[config.mk]
export PLATFORM = sky130hd
export DESIGN_NAME = dcache_ctrl
export DESIGN_NICKNAME = d
export VERILOG_FILES = /design/src/rtl/dcache_ctrl_pkg.sv /design/src/rtl/dcache_stats.sv /design/src/rtl/dcache_ctrl.sv
export SDC_FILE = /design/constraint.sdc
export NUM_CORES = 1
export LEC_CHECK = 0
export CORE_AREA = 2 2 276 278
export CTS_CLUSTER_DIAMETER = 200
export DETAILED_ROUTE_END_ITERATION = 12
export DIE_AREA = 0 0 278 280
export DONT_BUFFER_PORTS = 1
export GPL_ROUTABILITY_DRIVEN = 0
export PLACE_DENSITY = 0.38
export RECOVER_POWER = 100
export SLEW_MARGIN = 40
export SYNTH_ARGS = -nofsm -noshare
export SYNTH_HDL_FRONTEND = slang
export SYNTH_SLANG_ARGS = --single-unit
[constraint.sdc]
create_clock -name clk -period 2.04 [get_ports clk]
set_input_delay 0.408 -clock clk [delete_from_list [all_inputs] [get_ports clk]]
set_output_delay 0.408 -clock clk [all_outputs]
set_load 0.02 [all_outputs]
[src/rtl/dcache_ctrl_pkg.sv]
// dcache_ctrl_pkg: cache geometry macros, FSM state encodings and state type for dcache_ctrl (DCACHE_STATS_EN enables statistics)
`ifndef DBLOCK_SIZE
`define DBLOCK_SIZE 16
`endif
`ifndef DBLOCK_SIZE_BITS
`define DBLOCK_SIZE_BITS 128
`endif
`ifndef DBLOCK_OFFSET_SIZE
`define DBLOCK_OFFSET_SIZE 4
`endif
`ifndef DSET_INDEX_SIZE
`define DSET_INDEX_SIZE 6
`endif
`ifndef DTAG_SIZE
`define DTAG_SIZE 22
`endif
`ifndef DMEM_BLOCK_ADDR_SIZE
`define DMEM_BLOCK_ADDR_SIZE 28
`endif
`define DC_S_IDLE 3'd0
`define DC_S_LOOKUP 3'd1
`define DC_S_WRITEBACK 3'd2
`define DC_S_REFILL 3'd3
`define DC_S_FILL 3'd4

package dcache_ctrl_pkg;
  typedef enum logic [2:0] {
    IDLE      = `DC_S_IDLE,
    LOOKUP    = `DC_S_LOOKUP,
    WRITEBACK = `DC_S_WRITEBACK,
    REFILL    = `DC_S_REFILL,
    FILL      = `DC_S_FILL
  } state_t;
  localparam int WORDS = `DBLOCK_SIZE / 4;
endpackage

[src/rtl/dcache_stats.sv]
// dcache_stats: saturating 32-bit hit/miss/writeback event counters
module dcache_stats (
  input  logic        clk,
  input  logic        rst,
  input  logic        hit_i,
  input  logic        miss_i,
  input  logic        wb_i,
  output logic [31:0] hits_o,
  output logic [31:0] misses_o,
  output logic [31:0] wbs_o
);
  logic [31:0] hits_q, misses_q, wbs_q;
  // count each event, holding at all-ones once saturated
  always_ff @(posedge clk or negedge rst)
    if (!rst) begin
      hits_q   <= '0;
      misses_q <= '0;
      wbs_q    <= '0;
    end else begin
      hits_q   <= hits_q + {31'b0, hit_i & ~&hits_q};
      misses_q <= misses_q + {31'b0, miss_i & ~&misses_q};
      wbs_q    <= wbs_q + {31'b0, wb_i & ~&wbs_q};
    end
  assign hits_o   = hits_q;
  assign misses_o = misses_q;
  assign wbs_o    = wbs_q;
endmodule

[src/rtl/dcache_ctrl.sv]
// dcache_ctrl: blocking write-back data cache controller FSM (DCACHE_STATS_EN adds stat_* counters)
module dcache_ctrl
  import dcache_ctrl_pkg::*;
(
  input  logic                               clk,
  input  logic                               rst,
  input  logic                               cpu_req,
  input  logic                               cpu_we,
  input  logic [31:0]                        cpu_addr,
  input  logic [3:0]                         cpu_be,
  input  logic [31:0]                        cpu_wdata,
  output logic                               cpu_ready,
  output logic [31:0]                        cpu_rdata,
  output logic                               sram_ren,
  output logic                               sram_wen,
  output logic                               sram_memwen,
  output logic [`DBLOCK_SIZE-1:0]            sram_bytes,
  output logic [`DMEM_BLOCK_ADDR_SIZE-1:0]   sram_blockaddr,
  output logic [`DBLOCK_SIZE_BITS-1:0]       sram_din,
  input  logic                               sram_hit,
  input  logic                               sram_dirty,
  input  logic [`DBLOCK_SIZE_BITS-1:0]       sram_dout,
  input  logic [`DTAG_SIZE-1:0]              sram_victim_tag,
  output logic                               mem_req,
  output logic                               mem_we,
  output logic [`DMEM_BLOCK_ADDR_SIZE-1:0]   mem_addr,
  output logic [`DBLOCK_SIZE_BITS-1:0]       mem_wdata,
  input  logic [`DBLOCK_SIZE_BITS-1:0]       mem_rdata,
  input  logic                               mem_ack
`ifdef DCACHE_STATS_EN
  ,
  output logic [31:0]                        stat_hits,
  output logic [31:0]                        stat_misses,
  output logic [31:0]                        stat_writebacks
`endif
);
  state_t                             state_q;
  logic                               we_q;
  logic [31:2]                        addr_q;
  logic [3:0]                         be_q;
  logic [31:0]                        wdata_q;
  logic [`DBLOCK_SIZE_BITS-1:0]       buf_q;
  logic [`DMEM_BLOCK_ADDR_SIZE-1:0]   victim_q;
  logic [`DMEM_BLOCK_ADDR_SIZE-1:0]   blk;
  logic [`DBLOCK_OFFSET_SIZE-3:0]     woff;
  logic                               lk, wb, rf, fl;
  assign blk  = addr_q[`DBLOCK_OFFSET_SIZE +: `DMEM_BLOCK_ADDR_SIZE];
  assign woff = addr_q[`DBLOCK_OFFSET_SIZE-1:2];
  assign lk   = state_q == LOOKUP;
  assign wb   = state_q == WRITEBACK;
  assign rf   = state_q == REFILL;
  assign fl   = state_q == FILL;
  // main FSM; one block buffer serves writeback data first, then refill data
  always_ff @(posedge clk or negedge rst)
    if (!rst) begin
      state_q  <= IDLE;
      we_q     <= 1'b0;
      addr_q   <= '0;
      be_q     <= '0;
      wdata_q  <= '0;
      buf_q    <= '0;
      victim_q <= '0;
    end else begin
      case (state_q)
        IDLE: if (cpu_req) begin
          we_q    <= cpu_we;
          addr_q  <= cpu_addr[31:2];
          be_q    <= cpu_be;
          wdata_q <= cpu_wdata;
          state_q <= LOOKUP;
        end
        LOOKUP: if (sram_hit) state_q <= IDLE;
          else if (sram_dirty) begin
            buf_q    <= sram_dout;
            victim_q <= {sram_victim_tag, blk[`DSET_INDEX_SIZE-1:0]};
            state_q  <= WRITEBACK;
          end else state_q <= REFILL;
        WRITEBACK: if (mem_ack) state_q <= REFILL;
        REFILL: if (mem_ack) begin
          buf_q   <= mem_rdata;
          state_q <= FILL;
        end
        FILL: state_q <= LOOKUP;
        default: state_q <= IDLE;
      endcase
    end
  // outputs decoded from state and the latched request
  always_comb begin
    sram_ren       = lk & ~we_q;
    sram_wen       = lk & we_q;
    sram_memwen    = fl;
    sram_bytes     = sram_wen ? {{(`DBLOCK_SIZE-4){1'b0}}, be_q} << {woff, 2'b00} : '0;
    sram_blockaddr = state_q == IDLE ? '0 : blk;
    sram_din       = fl ? buf_q : sram_wen ? {WORDS{wdata_q}} : '0;
    cpu_ready      = lk & sram_hit;
    cpu_rdata      = cpu_ready & ~we_q ? sram_dout[{woff, 5'b0} +: 32] : '0;
    mem_req        = wb | rf;
    mem_we         = wb;
    mem_addr       = wb ? victim_q : rf ? blk : '0;
    mem_wdata      = wb ? buf_q : '0;
  end
`ifdef DCACHE_STATS_EN
  logic retry_q;
  // marks the LOOKUP that follows a FILL so its hit is not counted
  always_ff @(posedge clk or negedge rst)
    if (!rst) retry_q <= 1'b0;
    else if (fl) retry_q <= 1'b1;
    else if (state_q == IDLE) retry_q <= 1'b0;
  dcache_stats u_stats (
    .clk      (clk),
    .rst      (rst),
    .hit_i    (lk & sram_hit & ~retry_q),
    .miss_i   (lk & ~sram_hit),
    .wb_i     (wb & mem_ack),
    .hits_o   (stat_hits),
    .misses_o (stat_misses),
    .wbs_o    (stat_writebacks)
  );
`endif
endmodule

Yosys cells after proc, flatten, opt, wreduce, memory -nomap -nowiden
Cells that the tools add are included.
Operators by class
  shift-type cells: 2
  $lt $le $gt $ge: 0
  equality and inequality tests: 9
  reduce and logical (&&, ||, !) cells: 6
  multiply operators: 0
  divide/modulo/power cells: 0
  bitwise gates (word level): 7
  mux-type cells: 18
  add/sub/neg operators: 0
Operator list (number)
  two-way mux 128 bit: 6
  case mux 128 bit (2 select lines): 1
  indexed part select 128 x 8 -> 32 bit: 1
  two-way mux 28 bit: 3
  two-way mux 32 bit: 1
  two-way mux 16 bit: 1
  left shift 4 x 4 -> 16 bit: 1
  case mux 3 bit (5 select lines): 1
  != test 2 bit (second input constant): 5
  two-way mux 3 bit: 3
  equality test 3 x 2 -> 1 bit (second input constant): 2
  AND reduction 3 bit: 2
  bitwise AND 1 bit: 4
  AND reduction 4 bit: 1
  equality test 3 x 1 -> 1 bit (second input constant): 1
  equality test 3 bit (second input constant): 1
  logical NOT 3 bit: 1
  two-way mux 2 bit: 1
  inverter 1 bit: 2
  AND reduction 2 bit: 1
  nonzero test 2 bit: 1
  two-way mux 1 bit: 1
  OR 1 bit: 1
Storage, ports and cells
  latch bits: 0
  bits in read-only memories: 0
  memories kept: 0
  register bits after elaboration: 226
  memory bits (writable): 0
  input bits: 353

Depth between registers and ports, before layout
Gate-level depths: netlist of run 1.
  depth after elaboration: 4
  gate-level depth with buffers: 7
  gate-level depth less buffers: 3

Least setup slack after synthesis of run 1
Ideal clock, no wire load.
  kind: register to output
  start: register state_q[1]
  end: output port sram_bytes[3]
  slack: -0.081 ns
  arrival: 1.713 ns
  required time: 1.632 ns
  cell stages (with the launch flop): 7
  cell sequence: dfrtp_1 > buf_2 > nor4bb_1 > buf_2 > buf_2 > nand2_1 > nor3_1
On the way
  cells in the longest elaborated chain, start to end: 3
Ends and longest elaborated chain
  from (decl): RTL line dcache_ctrl.sv:37  | state_t state_q;
  from (signal assigned): RTL line dcache_ctrl.sv:56  | state_q <= IDLE;
  from (signal assigned): RTL line dcache_ctrl.sv:70  | state_q <= LOOKUP;
  from (signal assigned): RTL line dcache_ctrl.sv:72  | LOOKUP: if (sram_hit) state_q <= IDLE;
  equality test 3 x 1 -> 1 bit: RTL line dcache_ctrl.sv:49  | assign lk = state_q == LOOKUP;
  bitwise AND 1 bit: RTL line dcache_ctrl.sv:90  | sram_wen = lk & we_q;
  two-way mux 16 bit: RTL line dcache_ctrl.sv:92  | sram_bytes = sram_wen ? {{(`DBLOCK_SIZE-4){1'b0}}, be_q} << {woff, 2'b00} : '0;
  to (decl): RTL line dcache_ctrl.sv:17  | output logic [`DBLOCK_SIZE-1:0] sram_bytes,
Every way passes these cells.

Final worst setup path of run 1
  start: register addr_q[2] in the netlist's numbering
  end: output port cpu_rdata[14]
On the way
  cells in the longest elaborated chain, start to end: 2
Ends and longest elaborated chain
  from (decl): RTL line dcache_ctrl.sv:39  | logic [31:2] addr_q;
  from (signal assigned): RTL line dcache_ctrl.sv:67  | addr_q <= cpu_addr[31:2];
  indexed part select 128 x 8 -> 32 bit: RTL line dcache_ctrl.sv:96  | cpu_rdata = cpu_ready & ~we_q ? sram_dout[{woff, 5'b0} +: 32] : '0;
  two-way mux 32 bit: RTL line dcache_ctrl.sv:96
  to (decl): RTL line dcache_ctrl.sv:13  | output logic [31:0] cpu_rdata,
Every way passes these cells.

==> flow_summary_export.csv, run 1 <==
group,metric,value,unit
global_route,grt_max_degree,227,
global_route,grt_use_total,15.2,%
global_route,gr-total-overflow,0,
synthesis,async_flop_share,100,%
worst_setup_path,reg2reg_from,"state_q[1]$_DFFE_PN0P_",
worst_setup_path,r2r_cells,7,
placed_design,dp_hpwl,47300,microns
finish,nets,1803,
status,status,"finished, violations left",
placed_design,numPortBuffers,0,
route,topRoutingLayerUsed,"met5",
worst_setup_path,crit_path_start,"addr_q[2]$_DFFE_PN0P_",
synthesis,ys_ff_latch,226,
power,p_per_area,1700,mW/mm^2
worst_setup_path,worstSetupPathType,"reg2out",
global_route,antenna_found_initial,11,
finish,final_util,28.2,%
global_route,grt_pass1_vias,11850,
timing,slew_headroom,39.8,%
die,rows,101,
timing,setup_slack,-0.638,ns
power,p_leak,9.14,nW
power,internal-power,0.0207,W
power,power_frac_clock,15.1,%
clocking,cts_sinks,226,
power,irDropWorstVdd,0.837,mV
timing,grt_setup_unrepaired,"true",
clocking,cts_tree,"yes",
global_route,grt_pass1_wl,87300,microns
worst_setup_path,crit_required,1.63,ns
power,seq_power_share,26.8,%
finish,syn2layout_area_growth,52.1,%
synthesis,seq_area_frac_synth,40.5,%
synthesis,synth_area,0.0140,sq mm
power,p_sw_share,42.8,%
worst_setup_path,worstPathMaxFanout,20,
die,fp.dieW,278,microns
status,violations,"hold timing, setup timing",
timing,clock_skew,0.0317,ns
timing,max_freq,373,MHz
synthesis,yosys-top-cells-area,"dfrtp_1, mux2_2, a22o_1",
synthesis,synth_flop_cell,"dfrtp_1",
power,power_switching,0.0155,W
clocking,clock_path_buffers,3,
route,drt.antenna.violating_nets,0,
die,floorplan.initialDensity,18.6,%
timing,final_max_slew_viol_count,0,
power,comb_power_share,58.1,%
die,coreArea,0.0752,sq mm
synthesis,synth_top_area_share,40.5,%
timing,hold_ws,-0.519,ns
route,wl_met2,33000,microns
route,drt-met1-wl,26700,microns
clocking,cts_hold_buf,92,
worst_setup_path,setup.worst_path.end_class,"primary output",
die,ioPinCount,719,
worst_setup_path,reg2reg_setup_slack,-0.26,ns
synthesis,syn-num-nets,1493,
clocking,numCtsBuffers,31,
route,route.met3.wl,4940,microns
power,totalPowerFinal,0.0361,W
finish,final_layout_size_suffix_gt1_share,67.6,%
worst_setup_path,critPathArrivalTime,2.27,ns
clocking,clk_latency,0.62,ns
route,via_per_inst,4.63,
route,post-route-drc-count,0,
timing,period_share,131,%
clocking,path_clk_slew,0.06,ns
hold_path,hold_path.class,"in2async",
clocking,root_buffer,"clkbuf_16",
route,wirelength,67000,microns
route,drtPass1Iterations,5,
synthesis,yosys.area.top_type,"dfrtp_1",
die,die_area,0.0778,sq mm
worst_setup_path,start_kind,"register",
synthesis,synth_edf_count,0,
synthesis,synthDistinctLibCells,30,
timing,period_needed,2.68,ns
die,die_h,280,microns
timing,hold_viol_final,226,
synthesis,avgSynthCellArea,12.2,sq um
synthesis,syn_inst,1140,
clocking,cts_htree_levels,1,
route,wl_per_cell,27.3,microns
timing,setup_viol,501,
route,drt_iter0_markers,534,
route,vias,11361,
timing,worst_pin_slew,0.903,ns
worst_setup_path,rr_endpoint,"buf_q[37]$_DFFE_PN0P_",
synthesis,ys_warn_count,0,
finish,num-fill-cells,7779,
flow_run,cap_violations,0,
layout by cell type, fill, tap and decap left out, types with 17 or more instances in the layout:
cell type and instances:
mux2_2 349, dfrtp_1 222, buf_4 171, a22o_4 104, dlygate4sd3_1 92, and2_2 79, buf_12 55, clkbuf_16 43
buf_6 43, nor2_1 41, mux4_2 32, and2_4 30, mux2i_1 28, nor2b_1 25, and2_1 22, and3_4 22
a22o_1 17
per-stage QoR:
step           cell area (sq um)  TNS, ns  hold WS (ns)  worst slack, ns  instances
3_5_place_dp               16900   -11.83         0.120           -0.125       2244
2_1_floorplan              14000        0         0.112           0.0638       1140
6_report                   21200  -203.67        -0.519           -0.638       2456
4_1_cts                    19800  -203.45        -0.567           -0.694       2401
5_1_grt                    21200  -244.48        -0.561           -0.714       2455
3_3_place_gp               16900    -8.70         0.120           -0.116       2244
flip-flops by register name (all words and copies together) (netlist names):
signal,count
be_q,4
wdata_q,32
addr_q,30
victim_q,28
buf_q,128
we_q,1
state_q,3
what timing repair did:
item | 4_1_cts | 5_1_grt
pin swaps | 4 | 58
setup endpoints to repair | 522 | 529
cloned | 5 | 13
gates resized for setup | 205 | 273
buffers inserted | 3 | 38
hold endpoints to repair | 318 | 226
worst max path at each step:
stage	end	slack (ns)	cells after the start
detailed placement	buf_q[127]$_DFFE_PN0P_	-0.12	6
global placement	sram_din[91]	-0.12	6
floorplan	sram_bytes[7]	0.06	6
finish	cpu_rdata[14]	-0.64	4
CTS	cpu_rdata[14]	-0.69	4
global route	sram_din[28]	-0.71	7
critical path: stages, from the launching register on:
cell	delay, ns
dfrtp_4	0.42
buf_12	0.19
mux4_2	0.60
and3_1	0.21
buf_4	0.15
Yosys cell counts, types with 2 or more instances:
library cell  number
a22o_1           128
nor2_1            45
and2_1           131
nand2_1            7
buf_8              2
nand2b_1           5
buf_2             30
buf_6             24
mux2i_1           28
mux2_2           349
nor2b_1           29
mux4_2            32
buf_4              6
dfrtp_1          226
nand3b_1           2
mux2_4             2
buf_1              5
and3_1            32
clkbuf_1          42
nor3_1             5
power groups by stage:
stage / registers (W) / clock network [W] / logic (W)
CTS: 0.00952 / 0.00569 / 0.0188
finish: 0.00970 / 0.00546 / 0.0210
floorplan: 0.00807 / 0 / 0.0121
detailed placement: 0.00928 / 0 / 0.0175
global placement: 0.00922 / 0 / 0.0174
global route: 0.0100 / 0.00585 / 0.0220
per-layer routing:
metal / track usage (%) / vias up
met5: 0 / -
met4: 5.53 / 4
met3: 4.51 / 97
met2: 26.5 / 537
met1: 17.7 / 5900
li1: - / 4823
cell type report:
| type | count | area [sq um] | share of cell area, % |
|---|---|---|---|
| Timing Repair Buffer | 386 | 4360 | 20.5 |
| Tap cell | 978 | 1220 | 5.77 |
| Sequential cell | 226 | 5660 | 26.7 |
| Clock buffer | 41 | 863 | 4.07 |
| Inverter | 1 | 3.75 | 0.0177 |
| Multi-Input combinational cell | 804 | 8950 | 42.2 |
| Antenna cell | 4 | 10.0 | 0.0472 |
| Clock inverter | 16 | 150 | 0.707 |
kinds of logic after synthesis:
family,synth area share (%)
buffers and inverters,4.84
and+or+nand+nor,10.7
AOI/OAI and AO/OA,8.35
DFF,40.5
muxes,35.5
Power figures use the tool's default switching activity.
==> inputs of run 2 (changes only) <==
--- a/config.mk
+++ b/config.mk
@@ -5,13 +5,14 @@
 export SDC_FILE = /design/constraint.sdc
 export NUM_CORES = 1
 export LEC_CHECK = 0
-export CORE_AREA = 2 2 276 278
+export ABC_AREA = 1
+export CORE_AREA = 2 2 282 284
 export CTS_CLUSTER_DIAMETER = 200
 export DETAILED_ROUTE_END_ITERATION = 12
-export DIE_AREA = 0 0 278 280
+export DIE_AREA = 0 0 284 286
 export DONT_BUFFER_PORTS = 1
 export GPL_ROUTABILITY_DRIVEN = 0
-export PLACE_DENSITY = 0.38
+export PLACE_DENSITY = 0.39
 export RECOVER_POWER = 100
 export SLEW_MARGIN = 40
 export SYNTH_ARGS = -nofsm -noshare
==> run 2 against run 1 <==
The run still ends with hold timing, setup timing left. Sequential cell count unchanged. Combinational power is 16% higher. Setup slack improved by 0.030 ns. Non-clock buffer count rose by 212. Clock-buffer cell count is 6 higher. Wire length increased by 36%. Critical path type unchanged.
==> flow_summary_export.csv, run 2 <==
group,metric,value,unit
status,status,"finished, violations left",
status,violations,"hold timing, setup timing",
timing,hold_ws,-0.497,ns
power,power_frac_clock,14.8,%
synthesis,synthDistinctLibCells,23,
die,die_area,0.0812,sq mm
finish,final_util,28.9,%
timing,setup_viol,545,
global_route,antenna_found_initial,14,
clocking,path_clk_slew,0.06,ns
placed_design,dp_hpwl,65900,microns
clocking,cts_hold_buf,121,
worst_setup_path,critPathArrivalTime,2.24,ns
finish,layout.cells.most_common,"nand2_1",
hold_path,hold_path.class,"in2async",
timing,setup_slack,-0.608,ns
global_route,grt_max_degree,227,
route,vias,18174,
power,p_per_area,1670,mW/mm^2
timing,slew_headroom,40.7,%
finish,nets,3050,
finish,top_regs,"buf_q: 128 flops, wdata_q: 32 flops, addr_q: 30 flops",
clocking,clock_path_buffers,3,
clocking,cts_htree_levels,1,
timing,finalSetupTns,-194.41,ns
placed_design,placed_cells,3578,
power,power_switching,0.0194,W
worst_setup_path,worstPathMaxFanout,13,
route,wl_per_cell,24.1,microns
worst_setup_path,slowest_stage,"dfrtp_4",
clocking,numCtsBuffers,31,
synthesis,yosysMostFrequentCell,"nand2_1",
synthesis,seq_area_frac_synth,38.4,%
die,die_h,286,microns
worst_setup_path,setup.worst_path.end_class,"primary output",
finish,num-fill-cells,8660,
worst_setup_path,worstSetupPathType,"reg2out",
finish,layout_common_cells,"nand2_1, buf_4, nor2_1, nand4_1, dfrtp_1",
power,internal-power,0.0185,W
worst_setup_path,worst_path_most_repeated_cell,"buf_4",
synthesis,yosys.area.top_type,"dfrtp_1",
synthesis,syn_inst,2268,
worst_setup_path,crit_chain,"inv_2 > nand2_2 > nor2_4 > buf_4 > nand2_1 > o21ai_0 > buf_4",
synthesis,yosys-top-cells-area,"dfrtp_1, nand2_1, nand4_1",
power,irDropWorstVdd,0.961,mV
power,seq_power_share,20.8,%
finish,final_layout_size_suffix_gt1_share,24.7,%
synthesis,synthTopCellsByCount,"nand2_1, nor2_1, nand4_1, dfrtp_1, o21ai_0",
timing,max_freq,378,MHz
clocking,root_buffer,"clkbuf_16",
power,comb_power_share,64.5,%
die,fp.dieW,284,microns
route,via_per_inst,4.81,
placed_design,numPortBuffers,0,
placed_design,placed_cell_area,0.0191,sq mm
timing,hold_viol_final,226,
flow_run,cap_violations,0,
die,rows,103,
synthesis,async_flop_share,100,%
worst_setup_path,start_kind,"register",
die,coreArea,0.0784,sq mm
synthesis,synth_edf_count,0,
synthesis,ys_warn_count,0,
die,floorplan.initialDensity,18.8,%
clocking,clk_latency,0.60,ns
route,post-route-drc-count,0,
worst_setup_path,crit_required,1.63,ns
route,drt.antenna.violating_nets,0,
clocking,cts_tree,"yes",
timing,period_share,130,%
global_route,grt_use_total,21.4,%
worst_setup_path,r2r_cells,11,
timing,period_needed,2.65,ns
synthesis,ys_ff_latch,226,
synthesis,avgSynthCellArea,6.50,sq um
finish,syn2layout_area_growth,53.5,%
global_route,grt_pass1_vias,18192,
worst_setup_path,max_stage_delay,0.49,ns
power,p_sw_share,51.2,%
die,ioPinCount,719,
finish,largest_reg_flops,128,
clocking,cts_sinks,226,
synthesis,syn-num-nets,2621,
synthesis,synth_top_area_share,38.4,%
timing,grt_setup_unrepaired,"true",
finish,regMostFlops,"buf_q",
route,wirelength,91300,microns
finish,fin_cells,3782,
synthesis,synth_area,0.0147,sq mm
timing,clock_skew,0.0109,ns
route,drtPass1Iterations,5,
synthesis,synth_flop_cell,"dfrtp_1",
finish,post-route-cell-area,0.0226,sq mm
timing,worst_pin_slew,0.889,ns
power,p_leak,11.5,nW
timing,final_max_slew_viol_count,0,
global_route,gr-total-overflow,0,
route,drt_iter0_markers,1603,
global_route,grt_pass1_wl,130000,microns
[run 2: stage by stage]
step	power, W	setup slack (ns)
floorplan	0.0199	0.0470
global placement	0.0293	-0.157
detailed placement	0.0295	-0.165
CTS	0.0377	-0.676
global route	0.0401	-0.714
finish	0.0378	-0.608
[run 2: cell type report]
cell class,count,area [sq um],share of cell area (%)
Multi-Input combinational cell,1647,8070,35.7
Timing Repair Buffer,598,5780,25.5
Sequential cell,226,5670,25.1
Tap cell,1050,1310,5.81
Clock buffer,47,906,4.00
Inverter,193,748,3.31
Clock inverter,10,106,0.470
Antenna cell,11,27.5,0.122
[run 2: metal layers]
layer / part of all wire [%] / track usage (%) / wire [microns] / up-vias
li1: - / - / - / 8247
met1: 39 / 25.9 / 35300 / 8775
met2: 48 / 36.3 / 43600 / 972
met3: 9.4 / 5.70 / 8590 / 172
met4: 4.1 / 8.41 / 3740 / 8
met5: 0.058 / 0 / 53 / -
[run 2: worst paths after layout]
path	from	end	slack, ns
hold reg to reg	wdata_q[20]$_DFFE_PN0P_	wdata_q[20]$_DFFE_PN0P_	0.47
hold / removal	rst	addr_q[14]$_DFFE_PN0P_	-0.50
min in group clk	sram_dout[59]	buf_q[59]$_DFFE_PN0P_	0.04
setup reg to reg	state_q[0]$_DFFE_PN0P_	addr_q[5]$_DFFE_PN0P_	-0.24
max in group asynchronous	rst	buf_q[77]$_DFFE_PN0P_	2.15
setup / recovery	state_q[1]$_DFFE_PN0P_	sram_din[115]	-0.61
[run 2: power by group through the flow]
stage / registers (W) / clock network (W) / logic (W)
2_1_floorplan: 0.00742 / 0 / 0.0125
3_3_place_gp: 0.00772 / 0 / 0.0216
3_5_place_dp: 0.00777 / 0 / 0.0217
4_1_cts: 0.00782 / 0.00572 / 0.0241
5_1_grt: 0.00810 / 0.00592 / 0.0261
6_report: 0.00785 / 0.00558 / 0.0244
[run 2: kinds of logic (layout without fill, tap and decap cells)]
family                 count (synthesis)  count (layout)  share of synthesized area [%]
other                                  0              11                              0
and+or+nand+nor                     1333            1333                           38.8
AOI/OAI and AO/OA                    314             314                           11.2
DFF                                  226             226                           38.4
buffers and inverters                395             848                           11.6
[run 2: timing repair]
item / in CTS / in global routing
buffers inserted: 9 / 1
gates cloned: 6 / 0
resized for setup: 235 / 72
pin swaps: 3 / 3
hold endpoints to repair: 344 / 226
endpoints found under the setup margin: 550 / 553
[run 2: worst max-delay path: cells and delay by family (launching register included)]
family | cells | cell delay (ns)
DFF | 1 | 0.49
buffers and inverters | 3 | 0.55
AOI/OAI and AO/OA | 1 | 0.15
and+or+nand+nor | 3 | 0.42
==> inputs of run 3 (changes only) <==
--- a/config.mk
+++ b/config.mk
@@ -14,7 +14,7 @@
 export GPL_ROUTABILITY_DRIVEN = 0
 export PLACE_DENSITY = 0.39
 export RECOVER_POWER = 100
-export SLEW_MARGIN = 40
+export SLEW_MARGIN = 10
 export SYNTH_ARGS = -nofsm -noshare
 export SYNTH_HDL_FRONTEND = slang
 export SYNTH_SLANG_ARGS = --single-unit
==> run 3 against run 2 <==
The run still ends with hold timing, setup timing left. Clock-buffer cell count did not move. Critical path type unchanged. Wire length decreased by 0.11%. Clock skew shrank 0.0022 ns. Utilization is essentially flat. Highest routed layer unchanged. Via count increased by 0.24%. Hold slack worse by 0.0072 ns.
==> flow_summary_export.csv, run 3 (synthesized netlist as in run 2, its figures left out) <==
group,metric,value,unit
global_route,gr-total-overflow,0,
finish,layout_common_cells,"nand2_1, buf_4, nor2_1, nand4_1, dfrtp_1",
power,power_switching,0.0193,W
finish,final_layout_size_suffix_gt1_share,24.6,%
worst_setup_path,setup.worst_path.end_class,"primary output",
worst_setup_path,start_kind,"register",
worst_setup_path,crit_chain,"inv_2 > nand2_2 > nor2_4 > buf_4 > nand2_1 > o21ai_0 > buf_4",
route,drt-met1-wl,35300,microns
clocking,cts_sinks,226,
finish,syn2layout_area_growth,53.5,%
finish,regMostFlops,"buf_q",
timing,grt_setup_unrepaired,"true",
worst_setup_path,reg2reg_setup_slack,-0.24,ns
hold_path,hold_path.class,"in2async",
finish,post-route-cell-area,0.0226,sq mm
clocking,path_clk_slew,0.06,ns
timing,clock_skew,0.00870,ns
power,power_frac_clock,14.8,%
timing,final_max_slew_viol_count,0,
power,irDropWorstVdd,0.960,mV
die,die_h,286,microns
die,coreArea,0.0784,sq mm
clocking,clk_latency,0.61,ns
timing,finalSetupTns,-193.29,ns
flow_run,cap_violations,0,
finish,largest_reg_flops,128,
route,drt.antenna.violating_nets,0,
worst_setup_path,max_stage_delay,0.49,ns
finish,top_regs,"buf_q: 128 flops, wdata_q: 32 flops, addr_q: 30 flops",
route,wl_per_cell,24.1,microns
timing,setup_slack,-0.634,ns
clocking,cts_htree_levels,1,
power,p_sw_share,51.2,%
route,wl_met2,43800,microns
worst_setup_path,rr_endpoint,"addr_q[5]$_DFFE_PN0P_",
power,internal-power,0.0185,W
power,p_leak,11.5,nW
status,violations,"hold timing, setup timing",
die,floorplan.initialDensity,18.8,%
worst_setup_path,worst_path_most_repeated_cell,"buf_4",
timing,worst_pin_slew,1.06,ns
global_route,grt_pass1_vias,18192,
worst_setup_path,r2r_cells,11,
global_route,grt_pass1_wl,130000,microns
die,rows,103,
power,seq_power_share,20.8,%
finish,layout.cells.most_common,"nand2_1",
die,die_area,0.0812,sq mm
timing,hold_ws,-0.505,ns
worst_setup_path,worstSetupPathType,"reg2out",
clocking,cts_hold_buf,121,
timing,max_freq,374,MHz
route,wirelength,91200,microns
die,fp.dieW,284,microns
finish,nets,3050,
route,vias,18218,
timing,period_share,131,%
global_route,grt_use_total,21.4,%
route,drt_iter0_markers,1644,
global_route,grt_max_degree,227,
timing,period_needed,2.67,ns
global_route,antenna_found_initial,14,
worst_setup_path,slowest_stage,"dfrtp_4",
power,p_per_area,1670,mW/mm^2
route,via_per_inst,4.82,
finish,num-fill-cells,8660,
timing,hold_viol_final,226,
route,drtPass1Iterations,5,
power,comb_power_share,64.5,%
route,topRoutingLayerUsed,"met5",
worst_setup_path,worstPathMaxFanout,13,
worst_setup_path,reg2reg_from,"state_q[0]$_DFFE_PN0P_",
placed_design,dp_hpwl,65900,microns
route,post-route-drc-count,0,
placed_design,numPortBuffers,0,
clocking,root_buffer,"clkbuf_16",
timing,slew_headroom,28.8,%
clocking,numCtsBuffers,31,
clocking,cts_tree,"yes",
timing,setup_viol,542,
clocking,clock_path_buffers,3,
worst_setup_path,critPathArrivalTime,2.27,ns
worst_setup_path,crit_required,1.63,ns
status,status,"finished, violations left",
route,route.met3.wl,8540,microns
die,ioPinCount,719,
placed_design,placed_cell_area,0.0191,sq mm
placed_design,place_ws,-0.165,ns
[run 3: stage by stage]
stage / cells / utilization [%] / power, W
final: 3781 / 28.9 / 0.0378
after global routing: 3779 / 28.9 / 0.0401
after CTS: 3771 / 28.6 / 0.0377
after detailed placement: 3578 / 24.3 / 0.0295
after global placement: 3578 / 24.3 / 0.0293
after floorplan: 2268 / - / 0.0199
[run 3: worst max path at each step]
stage | cells past startpoint | from | slack (ns) | endpoint
after floorplan | 8 | state_q[0]$_DFFE_PN0P_ | 0.05 | cpu_rdata[11]
after global placement | 10 | state_q[0]$_DFFE_PN0P_ | -0.16 | sram_din[120]
after detailed placement | 8 | state_q[0]$_DFFE_PN0P_ | -0.17 | sram_din[127]
after CTS | 11 | state_q[0]$_DFFE_PN0P_ | -0.68 | sram_din[24]
after global routing | 11 | state_q[0]$_DFFE_PN0P_ | -0.71 | sram_din[59]
final | 7 | state_q[1]$_DFFE_PN0P_ | -0.63 | sram_din[53]
[run 3: per-layer routing]
metal / vias to the layer above / track usage (%)
li1: 8247 / -
met1: 8805 / 25.9
met2: 977 / 36.3
met3: 181 / 5.70
met4: 8 / 8.41
met5: - / 0
[run 3: worst max-delay path, delay by kind of cell, from the launching register on]
kind	cells	cell delay (ns)
buf+inv	3	0.56
simple gates	3	0.43
flops	1	0.49
compound gates	1	0.16
[run 3: power by group through the flow]
stage          combinational, W  clock [W]  sequential (W)
2_1_floorplan            0.0125          0         0.00742
3_3_place_gp             0.0216          0         0.00772
3_5_place_dp             0.0217          0         0.00777
4_1_cts                  0.0241    0.00572         0.00782
5_1_grt                  0.0261    0.00592         0.00810
6_report                 0.0244    0.00559         0.00785
[run 3: repair_timing]
action	in CTS	in global routing
pin swaps	3	3
hold endpoints to repair	344	226
cloned	6	0
resized for setup	235	72
endpoints found under the setup margin	550	553
setup buffers	9	1
[run 3: cell type report]
type / instances / area (sq um) / share of cell area, %
well taps: 1050 / 1310 / 5.81
diodes: 10 / 25.0 / 0.111
clock buffers: 47 / 906 / 4.00
repair buffers: 598 / 5780 / 25.6
clock inverters: 10 / 106 / 0.470
flip-flops and latches: 226 / 5670 / 25.1
inverters: 193 / 748 / 3.31
multi-input cells: 1647 / 8070 / 35.7
